### src/rtl/aes_masked_input_loader.sv
// Masks eight 32-bit words (4 plaintext, 4 key) into d Boolean shares and hands the shared block to the AES core.
// core_valid rises the cycle after word 7 is accepted. in_ready is low while the block is held for the core.
module aes_masked_input_loader #(
  parameter int d = 2
) (
  input  logic                 clk,
  input  logic                 nrst,
  input  logic                 clear,
  input  logic                 in_valid,
  output logic                 in_ready,
  input  logic [31:0]          in_data,
  input  logic [32*(d-1)-1:0]  rnd_in,
  output logic [128*d-1:0]     sh_plaintext,
  output logic [128*d-1:0]     sh_key,
  output logic                 core_valid,
  input  logic                 core_ready,
  output logic                 busy
);

  typedef enum logic {FILL, FULL} state_t;

  state_t             state_q, state_d;
  logic [2:0]         cnt_q, cnt_d;
  logic [128*d-1:0]   pt_q, key_q;
  logic [32*d-1:0]    word_sh;
  logic               accept, xfer;

  // Bit b of the word lands at b*d+j, so a whole word is one contiguous 32*d slice.
  always_comb begin
    word_sh = '0;
    for (int b = 0; b < 32; b++) begin
      word_sh[b*d] = in_data[b];
      for (int j = 1; j < d; j++) begin
        word_sh[b*d+j] = rnd_in[(j-1)*32+b];
        word_sh[b*d]   = word_sh[b*d] ^ rnd_in[(j-1)*32+b];
      end
    end
  end

  always_comb begin
    state_d    = state_q;
    cnt_d      = cnt_q;
    in_ready   = 1'b0;
    core_valid = 1'b0;
    accept     = 1'b0;
    xfer       = 1'b0;
    case (state_q)
      FILL: begin
        in_ready = 1'b1;
        accept   = in_valid;
        if (in_valid) begin
          cnt_d = cnt_q + 3'd1;
          if (cnt_q == 3'd7) state_d = FULL;
        end
      end
      FULL: begin
        core_valid = 1'b1;
        xfer       = core_ready;
        if (core_ready) state_d = FILL;
      end
      default: state_d = FILL;
    endcase
    // Abort wins over any word or transfer in the same cycle.
    if (clear) begin
      state_d = FILL;
      cnt_d   = '0;
      accept  = 1'b0;
      xfer    = 1'b0;
    end
  end

  always_ff @(posedge clk or negedge nrst) begin
    if (!nrst) begin
      state_q <= FILL;
      cnt_q   <= '0;
      pt_q    <= '0;
      key_q   <= '0;
    end else begin
      state_q <= state_d;
      cnt_q   <= cnt_d;
      if (clear || xfer) begin
        pt_q  <= '0;
        key_q <= '0;
      end else if (accept) begin
        for (int w = 0; w < 4; w++) begin
          if (cnt_q == 3'(w))   pt_q[w*32*d +: 32*d]  <= word_sh;
          if (cnt_q == 3'(w+4)) key_q[w*32*d +: 32*d] <= word_sh;
        end
      end
    end
  end

  // Partially filled registers are never visible to the core.
  assign sh_plaintext = (state_q == FULL) ? pt_q  : '0;
  assign sh_key       = (state_q == FULL) ? key_q : '0;
  assign busy         = (cnt_q != 3'd0) || (state_q == FULL);

endmodule

### config.mk
export PLATFORM = sky130hd
export DESIGN_NAME = aes_masked_input_loader
export DESIGN_NICKNAME = d
export VERILOG_FILES = /design/src/rtl/aes_masked_input_loader.sv
export SDC_FILE = /design/constraint.sdc
export NUM_CORES = 1
export LEC_CHECK = 0
export ABC_AREA = 1
export CAP_MARGIN = 25
export CORE_MARGIN = 2
export CORE_UTILIZATION = 51
export DETAILED_ROUTE_END_ITERATION = 10
export GPL_TIMING_DRIVEN = 0
export PLACE_DENSITY = 0.81
export SLEW_MARGIN = 10
export SYNTH_ARGS = -nofsm -noshare
export SYNTH_HDL_FRONTEND = slang
export SYNTH_SLANG_ARGS = --single-unit
### constraint.sdc
create_clock -name clk -period 2.1 [get_ports clk]
set_input_delay 0.63 -clock clk [delete_from_list [all_inputs] [get_ports clk]]
set_output_delay 0.63 -clock clk [all_outputs]
set_load 0.03 [all_outputs]
Word level (Yosys, flattened, before mapping)
Cells that the tools add are included.

operators by class
  add/subtract/negate cells = 1
  equal/unequal tests = 8
  reduce and logical (&&, ||, !) cells = 23
  mux-type cells = 28
  bitwise operators = 33

operators by type and width
  operator             number
  $mux 256             6
  $mux 64              8
  $xor 1x1->1          32
  $reduce_bool 2->1    10
  $reduce_and 2->1     9
  $eq 3x3->1 const B   4
  $mux 1               10
  $mux 3               3
  $eq 3x2->1 const B   2
  $add 3x1->3 const B  1
  $eq 3x1->1 const B   1
  $logic_not 3->1      1
  $reduce_bool 3->1    1
  $logic_or 1x1->1     2
  $ne 2x2->1 const B   1
  $pmux 1 s2           1
  $not 1->1            1

storage, ports and cells
  logic and storage cells = 103
  bits of input ports = 69
  register bits after elaboration = 516

Logic depth before layout (Yosys ltp)
Gate-level depths: netlist (run 1).

  word-level depth = 5
  mapped depth = 8
  gate-level depth less buffers = 7

Least setup slack after synthesis (run 1)
No wires, ideal clock.

  kind = flip-flop to output port
  start point = register state_q
  end point = output port sh_key[157]
  path slack = -0.040 ns
  required time = 1.470 ns
  data arrival time = 1.510 ns
  stages on the path, launching flop included = 6
  path buffers = 3
  cell sequence = dfrtp_1 > buf_2 > clkbuf_1 > buf_2 > nand2_1 > inv_1

between the ends
  longest elaborated chain between the ends = 1

RTL lines
  element                 RTL line  source
  from (decl)             22        state_t state_q, state_d;
  from (signal assigned)  79        state_q <= state_d;
  $mux 256                95        assign sh_key = (state_q == FULL) ? key_q : '0;
  to (decl)               14        output logic [128*d-1:0] sh_key,

Every way passes these cells.

Worst setup path in the final report (run 1)
  start point = register state_q
  end point = output port sh_plaintext[220]

between the ends
  longest elaborated chain between the ends = 1

RTL lines
  element    RTL line  source
  $mux 256   94        assign sh_plaintext = (state_q == FULL) ? pt_q : '0;
  to (decl)  13        output logic [128*d-1:0] sh_plaintext,

Every way passes these cells.

==> results of run 1 <==
logic make-up (layout without fill, tap and decap cells):
logic type	count (synthesis)	count (layout)	synth area share [%]
AOI/OAI and AO/OA	3	3	0.0586
adders and majority gates	6	6	0.293
buffers and inverters	835	1527	12.9
DFF	516	516	50.4
other	0	8	0
and+or+nand+nor	2213	2213	36.4
metal layers:
metal	vias up	part of all wire, %	track usage [%]
met3	359	11	8.19
met5	-	0.012	0
li1	12100	-	-
met1	12800	37	49.7
met2	1878	46	62.4
met4	2	5.7	21.9
worst max-delay path by stage:
stage                        end  slack (ns)  cells after the start  startpoint
2_1_floorplan        sh_key[157]        0.06                      5     state_q
3_3_place_gp             state_q      -24.24                      1        nrst
3_5_place_dp   sh_plaintext[229]       -1.25                      6     state_q
4_1_cts              sh_key[203]       -0.76                      6     state_q
5_1_grt        sh_plaintext[223]       -0.54                      7     state_q
6_report       sh_plaintext[220]       -0.53                      7     state_q
worst max-delay path: cells and delay by family (launching register included):
kind / cells / cell delay (ns)
buf+inv: 6 / 0.87
flops: 1 / 0.43
simple gates: 1 / 0.09
flip-flops by register name (all words and copies together), names as in the netlist:
name     flops
pt_q       256
key_q      256
cnt_q        3
state_q      1
report_power, final:
group          internal, mW  switching [mW]  leakage [nW]
clock                  5.97            4.13         0.903
combinational         0.424            1.47          14.5
sequential             10.2           0.145          7.16
cell usage after synthesis, drive strengths merged:
| master | instances | share of area [%] |
|---|---|---|
| ha | 6 | 0.29 |
| nor2 | 47 | 0.83 |
| clkbuf | 91 | 1.3 |
| inv | 591 | 8.7 |
| dfrtp | 516 | 50 |
| a21oi | 2 | 0.039 |
| buf | 153 | 2.9 |
| nand3 | 770 | 15 |
| nand2 | 1396 | 21 |
| o21ai | 1 | 0.020 |
final cells by class:
type,instances,share of cell area (%)
Antenna cell,8,0.0609
Buffer,244,4.34
Clock buffer,76,4.72
Clock inverter,19,0.849
Inverter,591,6.75
Multi-Input combinational cell,2222,29.1
Sequential cell,516,39.3
Tap cell,672,2.56
Timing Repair Buffer,597,12.3
through the flow:
step                hold slack [ns]  setup WS, ns  power (mW)
floorplan                     0.334        0.0645        11.3
global placement              0.480        -24.24        12.2
detailed placement            0.487         -1.25        12.3
CTS                          0.0898        -0.760        22.2
global route                  0.123        -0.538        22.8
finish                       0.0431        -0.531        22.3
repair_timing:
action | CTS | global route
gates cloned | 1 | 0
resized for setup | 1013 | 1186
setup buffers | 3 | 1
setup endpoints to repair | 876 | 1027
pin swaps | 0 | 0
==> impl_metrics.toml, run 1 <==
[run_status]
status = "finished, violations left"
violations = "setup timing"

[route]
drt_pass1_iterations = 6
postRouteWirelength_um = 105000
ant_nets = 0
drtIter0Drc = 3727
routedWlPerCell_um = 21.2
viasPerCell = 5.50
drc = 0
num_vias = 27200

[logic_synthesis]
syn_nets = 3648
netlist_area_um2 = 25600
yosysSeqAreaShare_pct = 50.4
synth_cells = 3573
ys_types = 16
ys_warn_count = 0
synth-seq-cells = 516
avgSynthCellArea_um2 = 7.17

[worst_hold_path]
hold_path_class = "in2async"

[critical_path]
cp_slowest_stage_delay_ns = 0.43
cpMostUsedCell = "buf_4"
cp_slowest_cell = "dfrtp_2"
rrSetupSlack_ns = -0.28
cp_max_fo = 11
arrival_ns = 2.00
path_cells = "buf_12 -> buf_4 -> clkbuf_16 -> buf_6 -> nand2_2 -> inv_1 -> buf_4"
rr_startpoint = "state_q"
critPathKind = "reg2out"
r2r_end = "pt_q[8]"
cp-start-kind = "register"
reg2reg_depth = 8
crit_path_end_kind = "output port"
worstPathRequired_ns = 1.47

[finish]
synthToLayoutAreaGrowth_pct = 28.3
seq_area_um2 = 12900
fin_area_um2 = 32900
layout_commonest_cell = "nand2_1"
drive_above_1_share_pct = 18.8
final_core_util_pct = 65.9
final_cell_mix = "nand2_1 (1381), nand3_1 (770), inv_1 (579), dfrtp_1 (515), clkbuf_2 (271)"
multi_input_area_um2 = 9570
fin_nets = 4300
final_cells = 4945
fill_cells = 4465

[grt]
grt_max_degree = 113
grt_pass1_vias = 25400
antenna_found_initial = 8
grt_pass1_wl_um = 154000
track_usage_pct = 39.1
grt-ovfl-total = 0

[sta]
tightest_slew_ns = 1.02
hold_violations = 0
setup_violations = 962
min_period_ns = 2.63
max_slew_margin_pct = 31.6
period_share_pct = 125
clock-skew-final_ns = 0.0158
fmax_mhz = 380
setup_tns_ns = -257.39
slew_viol_final = 0
rsz0062_at_grt = "true"
setup_ws_ns = -0.531

[clocking]
cts_made_buffers = 53
cts_tree = "done"
cts.root.buffer_cell = "clkbuf_16"
cts.sinks = 516
clkTransAtPathRegs_ns = 0.06
clock_path_buffers = 3
htreeDepth = 2
clock_latency_ns = 0.61
hold_buffers = 0

[power_and_ir_drop]
p_leak_nw = 22.6
irDropWorstVdd_mv = 0.600
p_per_area_nw_per_um2 = 679

[place]
dp_hpwl_um = 76800
placed_area_um2 = 32500
place.gp.congestion = 0.926
placedCellCount = 4835
portBuffers = 583

[die]
rows = 82
ios = 584
coreArea_um2 = 49900
initial_core_util_pct = 51.4
die-height_um = 228
die_x_um = 228
dieArea_um2 = 52100

[job]
maxCapViolCount = 0
(Power assumes the default switching activity.)
==> inputs of run 2 (changes only) <==
- ABC_AREA: 1 -> unset
- CORE_UTILIZATION: 51 -> 50
- PLACE_DENSITY: 0.81 -> 0.8
==> run 2 against run 1 <==
  * The run still ends with setup timing left
  * Final area fell by 2.1%
  * First-iteration DRC count is 24% lower
  * Core utilization is 1.2 points higher
  * Clock skew rose by 0.013 ns
  * Maximum frequency is 2.3% lower
  * Clock power shrank 6%
  * Worst setup slack worse by 0.061 ns
  * Wire length rose by 2.2%
  * Sequential power about the same
  * Critical path depth is 1 lower
  * Die area down 3.0%
  * Synthesized cell count fell by 26%
  * Critical path type unchanged
  * Critical endpoint is now sh_key[62]
==> impl_metrics.toml, run 2 <==
[clocking]
cts.root.buffer_cell = "clkbuf_16"
cts.sinks = 516
cts_made_buffers = 53
clock_latency_ns = 0.62
clkTransAtPathRegs_ns = 0.07
htreeDepth = 2
clock_path_buffers = 3
cts_tree = "done"

[critical_path]
r2r_end = "pt_q[19]"
rr_startpoint = "cnt_q[0]"
critPathKind = "reg2out"
worstPathRequired_ns = 1.47
cp-start-kind = "register"
crit_path_end_kind = "output port"
arrival_ns = 2.06
reg2reg_depth = 7
rrSetupSlack_ns = -0.44
cp_max_fo = 10

[place]
place_ws_ns = -1.38
portBuffers = 551
dp_hpwl_um = 77300
placed_area_um2 = 31300
place.gp.congestion = 0.952

[logic_synthesis]
ys_types = 25
yosysMostFrequentCell = "dfrtp_1"
netlist_area_um2 = 24400
syn_nets = 2716
yosysSeqAreaShare_pct = 53.0
synth-edff-count = 0
synth_ff_type = "dfrtp_1"
synth-seq-cells = 516
synth_top_area_share_pct = 53.0
netlist_top_cells_count = "dfrtp_1 (516), and2_1 (512), nand2_1 (512), nor2_1 (260), a21oi_1 (257)"
synth.area.top_cells = "dfrtp_1 (53%), and2_1 (13%), nand2_1 (7.9%)"
ys_warn_count = 0
avgSynthCellArea_um2 = 9.22
synth-async-reset-ratio_pct = 100
synth_cells = 2641
synth_area_leader_cell = "dfrtp_1"

[run_status]
violations = "setup timing"
status = "finished, violations left"

[route]
num_vias = 23500
drt_pass1_iterations = 8
drc = 0
postRouteWirelength_um = 107000
drtIter0Drc = 2846
routedWlPerCell_um = 27.2
viasPerCell = 5.97
ant_nets = 0

[sta]
setup_violations = 821
fmax_mhz = 371
clock-skew-final_ns = 0.0293
min_period_ns = 2.69
period_share_pct = 128
slew_viol_final = 0
setup_ws_ns = -0.592
rsz0062_at_grt = "true"
hold_violations = 0
whs_ns = 0.0564
max_slew_margin_pct = 23.0
tightest_slew_ns = 1.15

[power_and_ir_drop]
irDropWorstVdd_mv = 0.518
p_per_area_nw_per_um2 = 688
p_leak_nw = 15.4

[finish]
final_cell_mix = "dfrtp_1 (515), nand2_1 (512), and2_2 (376), buf_2 (316), nor2_1 (260)"
fill_cells = 3952
drive_above_1_share_pct = 39.2
layout_commonest_cell = "dfrtp_1"
fin_nets = 3355
synthToLayoutAreaGrowth_pct = 32.1
fin_area_um2 = 32200
reg_top3 = "key_q (256), pt_q (256), cnt_q (3)"
final_core_util_pct = 67.1

[grt]
grt-ovfl-total = 0
grt_pass1_vias = 23000
antenna_found_initial = 1
track_usage_pct = 41.7
grt_max_degree = 117
grt_pass1_wl_um = 152000

[die]
die_x_um = 225
dieArea_um2 = 50500
coreArea_um2 = 47900
rows = 80
initial_core_util_pct = 50.8
ios = 584
die-height_um = 225

[worst_hold_path]
hold_path_class = "in2async"

[job]
maxCapViolCount = 0
run 2: kinds of logic (layout without fill, tap and decap cells):
kind of cell	Yosys count	in the layout	share of synthesized area [%]
XOR/XNOR	33	33	1.19
other	0	1	0
AO/OA/AOI/OAI	515	515	14.0
multiplexers	1	1	0.0411
adder cells (fa/ha/maj)	6	6	0.308
flip-flops	516	516	53.0
AND/OR/NAND/NOR	1302	1302	25.7
buffers and inverters	268	950	5.71
run 2: critical path: stages (launching register included):
cell and delay, ns:
dfrtp_2 0.37, buf_6 0.14, buf_12 0.15, buf_12 0.18, buf_4 0.20, and2_2 0.19
buf_2 0.20
run 2: layer usage:
metal / global-route usage [%] / wire length [um] / up-vias / part of all wire, %
met2: 65.1 / 49100 / 1613 / 46
met4: 26.7 / 7260 / 2 / 6.8
met5: 0 / 11 / - / 0.010
met1: 53.0 / 40300 / 11700 / 38
li1: - / - / 9877 / -
met3: 8.69 / 10600 / 338 / 9.8
run 2: timing repair:
action,in CTS,in global routing
setup buffers,8,2
pin swaps,0,0
gates resized for setup,1513,1546
endpoints found under the setup margin,697,839
hold buffers,0,0
gates cloned,3,1
run 2: how the worst max path moves through the flow:
| stage | startpoint | to | slack [ns] | cells past startpoint |
|---|---|---|---|---|
| floorplan | state_q | sh_key[0] | 0.03 | 5 |
| global placement | nrst | state_q | -23.44 | 1 |
| detailed placement | state_q | sh_plaintext[65] | -1.38 | 6 |
| CTS | state_q | sh_key[69] | -0.83 | 6 |
| global route | state_q | sh_plaintext[73] | -0.59 | 6 |
| finish | state_q | sh_key[62] | -0.59 | 6 |
run 2: power by group:
group	internal (mW)	switching (mW)	total, mW
sequential	10.3	0.189	10.4
clock	5.42	4.10	9.52
combinational	0.585	1.59	2.17
total	16.3	5.88	22.1
run 2: area by class of cell:
type                            instances  area (um^2)  share of cell area (%)
Tap cell                              615          769                    2.39
Clock buffer                           85         1670                    5.18
Sequential cell                       516        12900                    40.1
Clock inverter                         13         68.8                   0.214
Buffer                                264         1870                    5.79
Antenna cell                            1         2.50                 0.00777
Inverter                                4         18.8                  0.0583
Multi-Input combinational cell       1857        10600                    33.0
Timing Repair Buffer                  584         4250                    13.2
run 2: metrics by stage:
step	std cells	setup TNS (ns)	total power, mW
after detailed placement	3818	-840.40	12.7
final	3939	-309.06	22.1
after floorplan	2641	0	11.6
after global placement	3807	-	12.6
after CTS	3927	-388.35	22.0
after global routing	3938	-332.14	22.6
